$ cat src/rtl/term_write_ctrl.sv
// Character-write controller: accepts a PIA character, writes it at the cursor slot,
// advances the cursor and requests scrolls. Optional cursor blink under `CURSOR_BLINK_EN`.
module term_write_ctrl #(
  parameter int unsigned COLS         = 40,
  parameter int unsigned ROWS         = 24,
  parameter int unsigned BLINK_FRAMES = 30
) (
  input  logic       clk,
  input  logic       reset,
  input  logic       da,
  input  logic [6:0] din,
  input  logic       cursor_slot,
  input  logic       line_end,
  input  logic       scroll_done,
  input  logic       clr_scr,
  input  logic       frame_tick,
  output logic       rda,
  output logic       wr_en,
  output logic [6:0] wr_data,
  output logic [5:0] cur_col,
  output logic [4:0] cur_row,
  output logic       scroll,
  output logic       clr_busy,
  output logic       cursor_vis
);

  typedef enum logic [2:0] {
    IDLE, WAIT_SLOT, WRITE, ADVANCE, SCROLL_WAIT, CLEAR
  } state_t;

  localparam int unsigned   CNT_W    = $clog2(ROWS + 1);
  localparam logic [5:0]    COL_LAST = 6'(COLS - 1);
  localparam logic [4:0]    ROW_LAST = 5'(ROWS - 1);
  localparam logic [CNT_W-1:0] CNT_LAST = CNT_W'(ROWS - 1);

  state_t           state, state_d;
  logic             da_q;
  logic             nl_q, nl_d;
  logic [6:0]       char_q, char_d;
  logic [CNT_W-1:0] clr_cnt, clr_cnt_d;
  logic             rda_d, wr_en_d, scroll_d, clr_busy_d;
  logic [6:0]       wr_data_d;
  logic [5:0]       col_d;
  logic [4:0]       row_d;
  logic             accept;

  // rda gating keeps a da level held through reset release from being taken as a rise
  assign accept = (state == IDLE) && rda && da && !da_q;

  always_comb begin
    state_d    = state;
    nl_d       = nl_q;
    char_d     = char_q;
    clr_cnt_d  = clr_cnt;
    rda_d      = 1'b0;
    wr_en_d    = 1'b0;
    scroll_d   = 1'b0;
    clr_busy_d = 1'b0;
    wr_data_d  = wr_data;
    col_d      = cur_col;
    row_d      = cur_row;
    if (clr_scr) begin
      state_d    = CLEAR;
      clr_cnt_d  = '0;
      clr_busy_d = 1'b1;
      col_d      = '0;
      row_d      = '0;
    end else begin
      case (state)
        IDLE: begin
          rda_d = 1'b1;
          if (accept) begin
            char_d = din;
            nl_d   = (din == 7'h0D);
            rda_d  = 1'b0;
            if (din == 7'h0D)     state_d = ADVANCE;
            else if (din < 7'h20) state_d = IDLE;
            else                  state_d = WAIT_SLOT;
          end
        end
        WAIT_SLOT: begin
          if (cursor_slot) begin
            state_d   = WRITE;
            wr_en_d   = 1'b1;
            wr_data_d = (char_q >= 7'h60) ? (char_q & 7'h5F) : char_q;
          end
        end
        WRITE: state_d = ADVANCE;
        ADVANCE: begin
          if (nl_q || (cur_col == COL_LAST)) begin
            col_d = '0;
            if (cur_row == ROW_LAST) begin
              scroll_d = 1'b1;
              state_d  = SCROLL_WAIT;
            end else begin
              row_d   = cur_row + 5'd1;
              rda_d   = 1'b1;
              state_d = IDLE;
            end
          end else begin
            col_d   = cur_col + 6'd1;
            rda_d   = 1'b1;
            state_d = IDLE;
          end
        end
        SCROLL_WAIT: begin
          if (scroll_done) begin
            rda_d   = 1'b1;
            state_d = IDLE;
          end
        end
        CLEAR: begin
          clr_busy_d = 1'b1;
          if (line_end) begin
            if (clr_cnt == CNT_LAST) begin
              clr_busy_d = 1'b0;
              clr_cnt_d  = '0;
              rda_d      = 1'b1;
              state_d    = IDLE;
            end else begin
              clr_cnt_d = clr_cnt + 1'b1;
            end
          end
        end
        default: state_d = IDLE;
      endcase
    end
  end

  always_ff @(posedge clk) begin
    if (reset) begin
      state    <= IDLE;
      da_q     <= 1'b0;
      nl_q     <= 1'b0;
      char_q   <= '0;
      clr_cnt  <= '0;
      rda      <= 1'b0;
      wr_en    <= 1'b0;
      wr_data  <= '0;
      scroll   <= 1'b0;
      clr_busy <= 1'b0;
      cur_col  <= '0;
      cur_row  <= '0;
    end else begin
      state    <= state_d;
      da_q     <= da;
      nl_q     <= nl_d;
      char_q   <= char_d;
      clr_cnt  <= clr_cnt_d;
      rda      <= rda_d;
      wr_en    <= wr_en_d;
      wr_data  <= wr_data_d;
      scroll   <= scroll_d;
      clr_busy <= clr_busy_d;
      cur_col  <= col_d;
      cur_row  <= row_d;
    end
  end

`ifdef CURSOR_BLINK_EN
  localparam int unsigned BW = $clog2(BLINK_FRAMES + 1);
  localparam logic [BW-1:0] BLINK_LAST = BW'(BLINK_FRAMES - 1);

  logic [BW-1:0] blink_cnt;

  always_ff @(posedge clk) begin
    if (reset) begin
      blink_cnt  <= '0;
      cursor_vis <= 1'b1;
    end else if (state == WRITE) begin
      blink_cnt  <= '0;
      cursor_vis <= 1'b1;
    end else if (frame_tick) begin
      if (blink_cnt == BLINK_LAST) begin
        blink_cnt  <= '0;
        cursor_vis <= ~cursor_vis;
      end else begin
        blink_cnt <= blink_cnt + 1'b1;
      end
    end
  end
`else
  localparam int unsigned unused_blink_frames = BLINK_FRAMES;
  logic unused_frame_tick;
  assign unused_frame_tick = frame_tick;
  assign cursor_vis = 1'b1;
`endif

endmodule

$ cat config.mk
export PLATFORM = sky130hd
export DESIGN_NAME = term_write_ctrl
export DESIGN_NICKNAME = d
export VERILOG_FILES = /design/src/rtl/term_write_ctrl.sv
export SDC_FILE = /design/constraint.sdc
export NUM_CORES = 1
export LEC_CHECK = 0
export CAP_MARGIN = 20
export CORE_UTILIZATION = 55
export CTS_CLUSTER_DIAMETER = 30
export CTS_CLUSTER_SIZE = 40
export DETAILED_ROUTE_END_ITERATION = 10
export DONT_BUFFER_PORTS = 1
export PLACE_DENSITY_LB_ADDON = 0.05
export SLEW_MARGIN = 20
export SYNTH_ARGS = -nofsm -noshare
export SYNTH_HDL_FRONTEND = slang
export SYNTH_SLANG_ARGS = --single-unit
$ cat constraint.sdc
create_clock -name clk -period 1.5 [get_ports clk]
set_input_delay 0.3 -clock clk [delete_from_list [all_inputs] [get_ports clk]]
set_output_delay 0.3 -clock clk [all_outputs]
set_load 0.03 [all_outputs]
Word-level counts from Yosys, hierarchy flattened
Cells that the tools add are included.
W data, S select, Z words.
- add/subtract/negate cells: 3
- $lt $le $gt $ge: 2
- eq/ne operators: 19
- mux-type cells: 27
- bitwise gates (word level): 5
- reduce and logical (&&, ||, !) cells: 15
- operators with widths (cell ; number):
    $mux W3 ; 8
    $pmux W3 S6 ; 1
    $ne A3 B3 Y1 const B ; 5
    $mux W1 ; 13
    $mux W6 ; 2
    $add A5 B1 Y5 const B ; 2
    $eq A5 B5 Y1 const B ; 2
    $ne A2 B2 Y1 const B ; 5
    $reduce_and A5 Y1 ; 2
    $reduce_and A3 Y1 ; 3
    $eq A7 B4 Y1 const B ; 1
    $ge A7 B7 Y1 const B ; 1
    $lt A7 B6 Y1 const B ; 1
    $add A6 B1 Y6 const B ; 1
    $eq A3 B2 Y1 const B ; 2
    $eq A3 B3 Y1 const B ; 2
    $eq A6 B6 Y1 const B ; 1
    $mux W5 ; 1
    $not A1 Y1 ; 5
    $pmux W1 S4 ; 1
    $reduce_or A4 Y1 ; 1
    $eq A3 B1 Y1 const B ; 1
    $logic_and A1 B1 Y1 ; 3
    $logic_not A3 Y1 ; 1
    other kinds (6) ; 6
- bits in registers: 39
- input port bits: 15
- output and inout port bits: 23
- logic and storage cells: 84

Logic depth before layout (Yosys ltp)
- depth in word-level cells: 7
- gate-level depth with buffers: 6
- gate-level depth less buffers: 5

Least setup slack after synthesis
OpenSTA, ideal clock, no wires.
- kind: flip-flop to flip-flop
- start: register cur_col[0]
- end: register cur_row[2]
- library setup time: 0.136 ns
- data arrival time: 1.623 ns
- data required time: 1.364 ns
- setup slack: -0.259 ns
- stages on the path, launching flop included: 7
- path buffers: 1
- period minus slack after synthesis: 1.759 ns
- path through: dfxtp_1 > ha_1 > and4bb_2 > a21oi_1 > buf_2 > o311ai_0 > o41ai_1
- cells in the longest elaborated chain, start to end: 3
- RTL lines (what ; line ; RTL):
    start: declaration ; 20 ; output logic [5:0] cur_col,
    start signal: assignment ; 155 ; cur_col <= col_d;
    $eq A6 B6 Y1 ; 90 ; if (nl_q || (cur_col == COL_LAST)) begin
    $logic_or A1 B1 Y1 ; 90 ;
    $reduce_and A3 Y1 (no line) ; -- ;
    end signal: assignment ; 156 ; cur_row <= row_d;
    end: declaration ; 21 ; output logic [4:0] cur_row,
No other way between the ends.
A chain may end at the register's enable or synchronous reset.

Worst setup path after layout
- start: register cur_col[1]
- end: register cur_row[3]
The elaborated chain is that of the path after synthesis.

==> flow_summary_export.csv <==
group,metric,value,unit
outcome,status,"finished, violations left",
outcome,violations,"hold timing",
clock_network,cts_max_level,2,
sta,drv_slew,0,
sta,setup_viol,0,
placed_design,hpwl,2620,um
route,wl_met3,179,um
sta,grt_setup_unrepaired,"true",
die,rows,20,
run,maxCapViolCount,0,
global_routing,grt_max_degree,23,
global_routing,grt_pass1_wl,5630,um
worst_hold_path,worstHoldPathType,"in2reg",
placed_design,gp_congestion,0.726,
final_layout,nFillCells,252,
clock_network,path_clk_slew,0.11,ns
final_layout,area_growth,18.2,%
sta,finalHoldViolCount,1,
sta,setup_slack,0.0123,ns
global_routing,antenna_found_initial,0,
yosys,synth.top_cell.area_share,0.449,
setup_path,cp_max_fo,6,
yosys,synth_seq_cells,39,
power_and_ir_drop,power.density,816,nW/um2
route,viasPerCell,5.76,
final_layout,regArea,802,um2
yosys,avgSynthCellArea,9.30,um2
placed_design,placed_area,1930,um2
setup_path,critPathTopFamily,"simple AND/OR/NAND/NOR gates",
setup_path,cpMaxStageDelayCell,"or4_4",
clock_network,cts.path.max_buffers,2,
setup_path,cp-start-kind,"register",
power_and_ir_drop,p_leak,0.847,nW
route,postRouteAntennaNets,0,
route,vias,1452,
sta,holdWs,-0.00123,ns
final_layout,multiInputGateArea,967,um2
clock_network,cts_tree,"yes",
yosys,yosysSeqAreaShare,0.449,
placed_design,detailedPlace.worstSlack,-0.0851,ns
clock_network,clk_latency,0.35,ns
route,drtIter0Drc,42,
setup_path,worst_ep_required_time,1.79,ns
clock_network,cts_buffers,5,
setup_path,crit_buf_inv,0,
route,dr_wl_met2,1800,um
clock_network,cts_sinks,39,
die,start_util,0.574,
setup_path,cp_cell_sequence,"ha_4 > and4bb_4 > a21oi_4 > or4_4 > a21oi_2",
yosys,syn_nets,205,
final_layout,stdcell_area,2060,um2
placed_design,io_buffers,0,
sta,finalSetupTns,0,ns
route,wl,3600,um
die,fp.dieW,58.2,um
final_layout,final_nets,225,
yosys,synth_cell_type_count,44,
route,dr.max_layer_used,"met4",
final_layout,drive_gt1_frac,0.279,
setup_path,crit_type,"reg2reg",
route,wire_per_inst,14.3,um
die,die_h,58.2,um
sta,finalCritPeriodShare,0.992,
sta,fmax,672,MHz
clock_network,cts-root-buf,"clkbuf_4",
die,io_pins,38,
route,wl_met1,1550,um
yosys,synthCells,187,
die,core-area,3030,um2
power_and_ir_drop,ir_drop,0.000647,V
yosys,synthArstFlopShare,0,
route,drcViolationCount,0,
setup_path,worstPathArrival,1.78,ns
yosys,synth_edf_count,0,
sta,skew,0.00484,ns
route,dr.pass1.iters,4,
setup_path,critical-path-max-stage-delay,0.42,ns
setup_path,cp-end-kind,"register",
sta,period_needed,1.49,ns
yosys,ys.warnings.count,0,
yosys,yosys-top-cells-area,"dfxtp_1, mux2i_1, nor2_1",
yosys,yosysTopAreaCell,"dfxtp_1",
final_layout,insertedDiodeCount,0,
global_routing,grt_pass1_vias,1355,
die,die_area,3390,um2
global_routing,grt_overflow_total,0,
global_routing,grt.total_usage,0.219,
yosys,ys.flop_type,"dfxtp_1",
yosys,syn_area,1740,um2
[per-layer routing]
metal	up-vias	GRT usage
met2	40	0.381
met3	9	0.0580
met5	-	0
li1	711	-
met4	0	0.102
met1	692	0.249
[sequential cells by signal, summed over array words and instances (netlist names)]
name / cells
scroll: 1
char_q: 7
rda: 1
clr_busy: 1
wr_data: 7
cur_col: 6
wr_en: 1
da_q: 1
cur_row: 5
clr_cnt: 5
state: 3
nl_q: 1
[repair_timing]
| item | CTS | global route |
|---|---|---|
| resized for setup | 2 | 11 |
| endpoints found under the hold margin | 10 | 17 |
| setup endpoints to repair | 11 | 11 |
| gates cloned | 0 | 1 |
| pin swaps | 1 | 2 |
| setup buffers | 1 | 1 |
[layout by cell type (no fill, tap or decap), types with 2 or more instances in the layout]
| master | n |
|---|---|
| dfxtp_2 | 8 |
| clkinv_2 | 3 |
| dfxtp_1 | 28 |
| nand2b_1 | 3 |
| xor2_1 | 5 |
| o21ai_0 | 5 |
| nor2_1 | 29 |
| a21oi_2 | 2 |
| a31oi_1 | 3 |
| dfxtp_4 | 3 |
| nand3_1 | 4 |
| a21oi_1 | 11 |
| buf_4 | 21 |
| a2111oi_0 | 2 |
| nor2b_1 | 2 |
| and3b_1 | 2 |
| nand2_1 | 12 |
| clkbuf_4 | 5 |
| nand4_1 | 4 |
| and4b_1 | 4 |
| or4_4 | 2 |
| inv_1 | 3 |
| or3_1 | 3 |
| mux2i_1 | 14 |
| ha_4 | 2 |
| nand3_4 | 2 |
[cell usage after synthesis, types with 2 or more instances]
cell type and n:
nand3_4 2, a2111oi_0 2, a21oi_1 13, mux2i_1 14, or3_1 3, and4b_1 4, dfxtp_1 39, or4_1 2
and3_1 2, nand3_1 4, buf_2 2, nand2_1 13, inv_1 3, a31oi_1 3, xor2_1 5, ha_1 3
and3b_1 3, nor2b_1 2, o21ai_0 5, clkbuf_1 6, nor2_1 29, nand4_1 4, nand2b_1 3
[layout make-up]
type                       instances  area share
clock buffer                       5      0.0183
clock inverter                     3     0.00730
inverter                           3     0.00548
multi-input combinational        136       0.470
sequential                        39       0.390
tap                               44      0.0268
timing repair buffer              22      0.0816
[path summary, 6_finish.rpt]
path / start / end / slack, ns / cells after the start
worst min-delay path: reset / state[2] / -0.001 / 1
worst max-delay path: cur_col[1] / cur_row[3] / 0.01 / 5
worst min register to register: nl_q / nl_q / 0.48 / 2
worst max register to register: cur_col[1] / cur_row[3] / 0.01 / 5
[through the flow]
step	utilization	power, W	std cells
final	0.679	0.00168	252
after global placement	0.638	0.00117	240
after global routing	0.679	0.00174	252
after detailed placement	0.638	0.00118	240
after CTS	0.660	0.00169	249
after floorplan	-	0.00116	187
[where the power goes]
group / leakage (nW) / total (W) / internal (W) / switching, W
combinational: 0.491 / 0.000104 / 0.0000448 / 0.0000594
sequential: 0.322 / 0.00106 / 0.00104 / 0.0000135
clock: 0.0347 / 0.000517 / 0.000174 / 0.000343
[worst register-to-register path, cell delays in order (launching register included)]
cell	delay, ns
dfxtp_4	0.38
ha_4	0.14
and4bb_4	0.28
a21oi_4	0.09
or4_4	0.42
a21oi_2	0.12
[cell families after synthesis]
group | after synthesis | share of synthesized area
XOR/XNOR | 6 | 0.0302
adder cells (fa/ha/maj) | 3 | 0.0216
buffers and inverters | 13 | 0.0360
multiplexers | 14 | 0.0806
AO/OA/AOI/OAI | 32 | 0.117
other | 1 | 0.00216
flip-flops | 39 | 0.449
AND/OR/NAND/NOR | 79 | 0.264
Note: power is estimated with default switching activity, not from simulation.
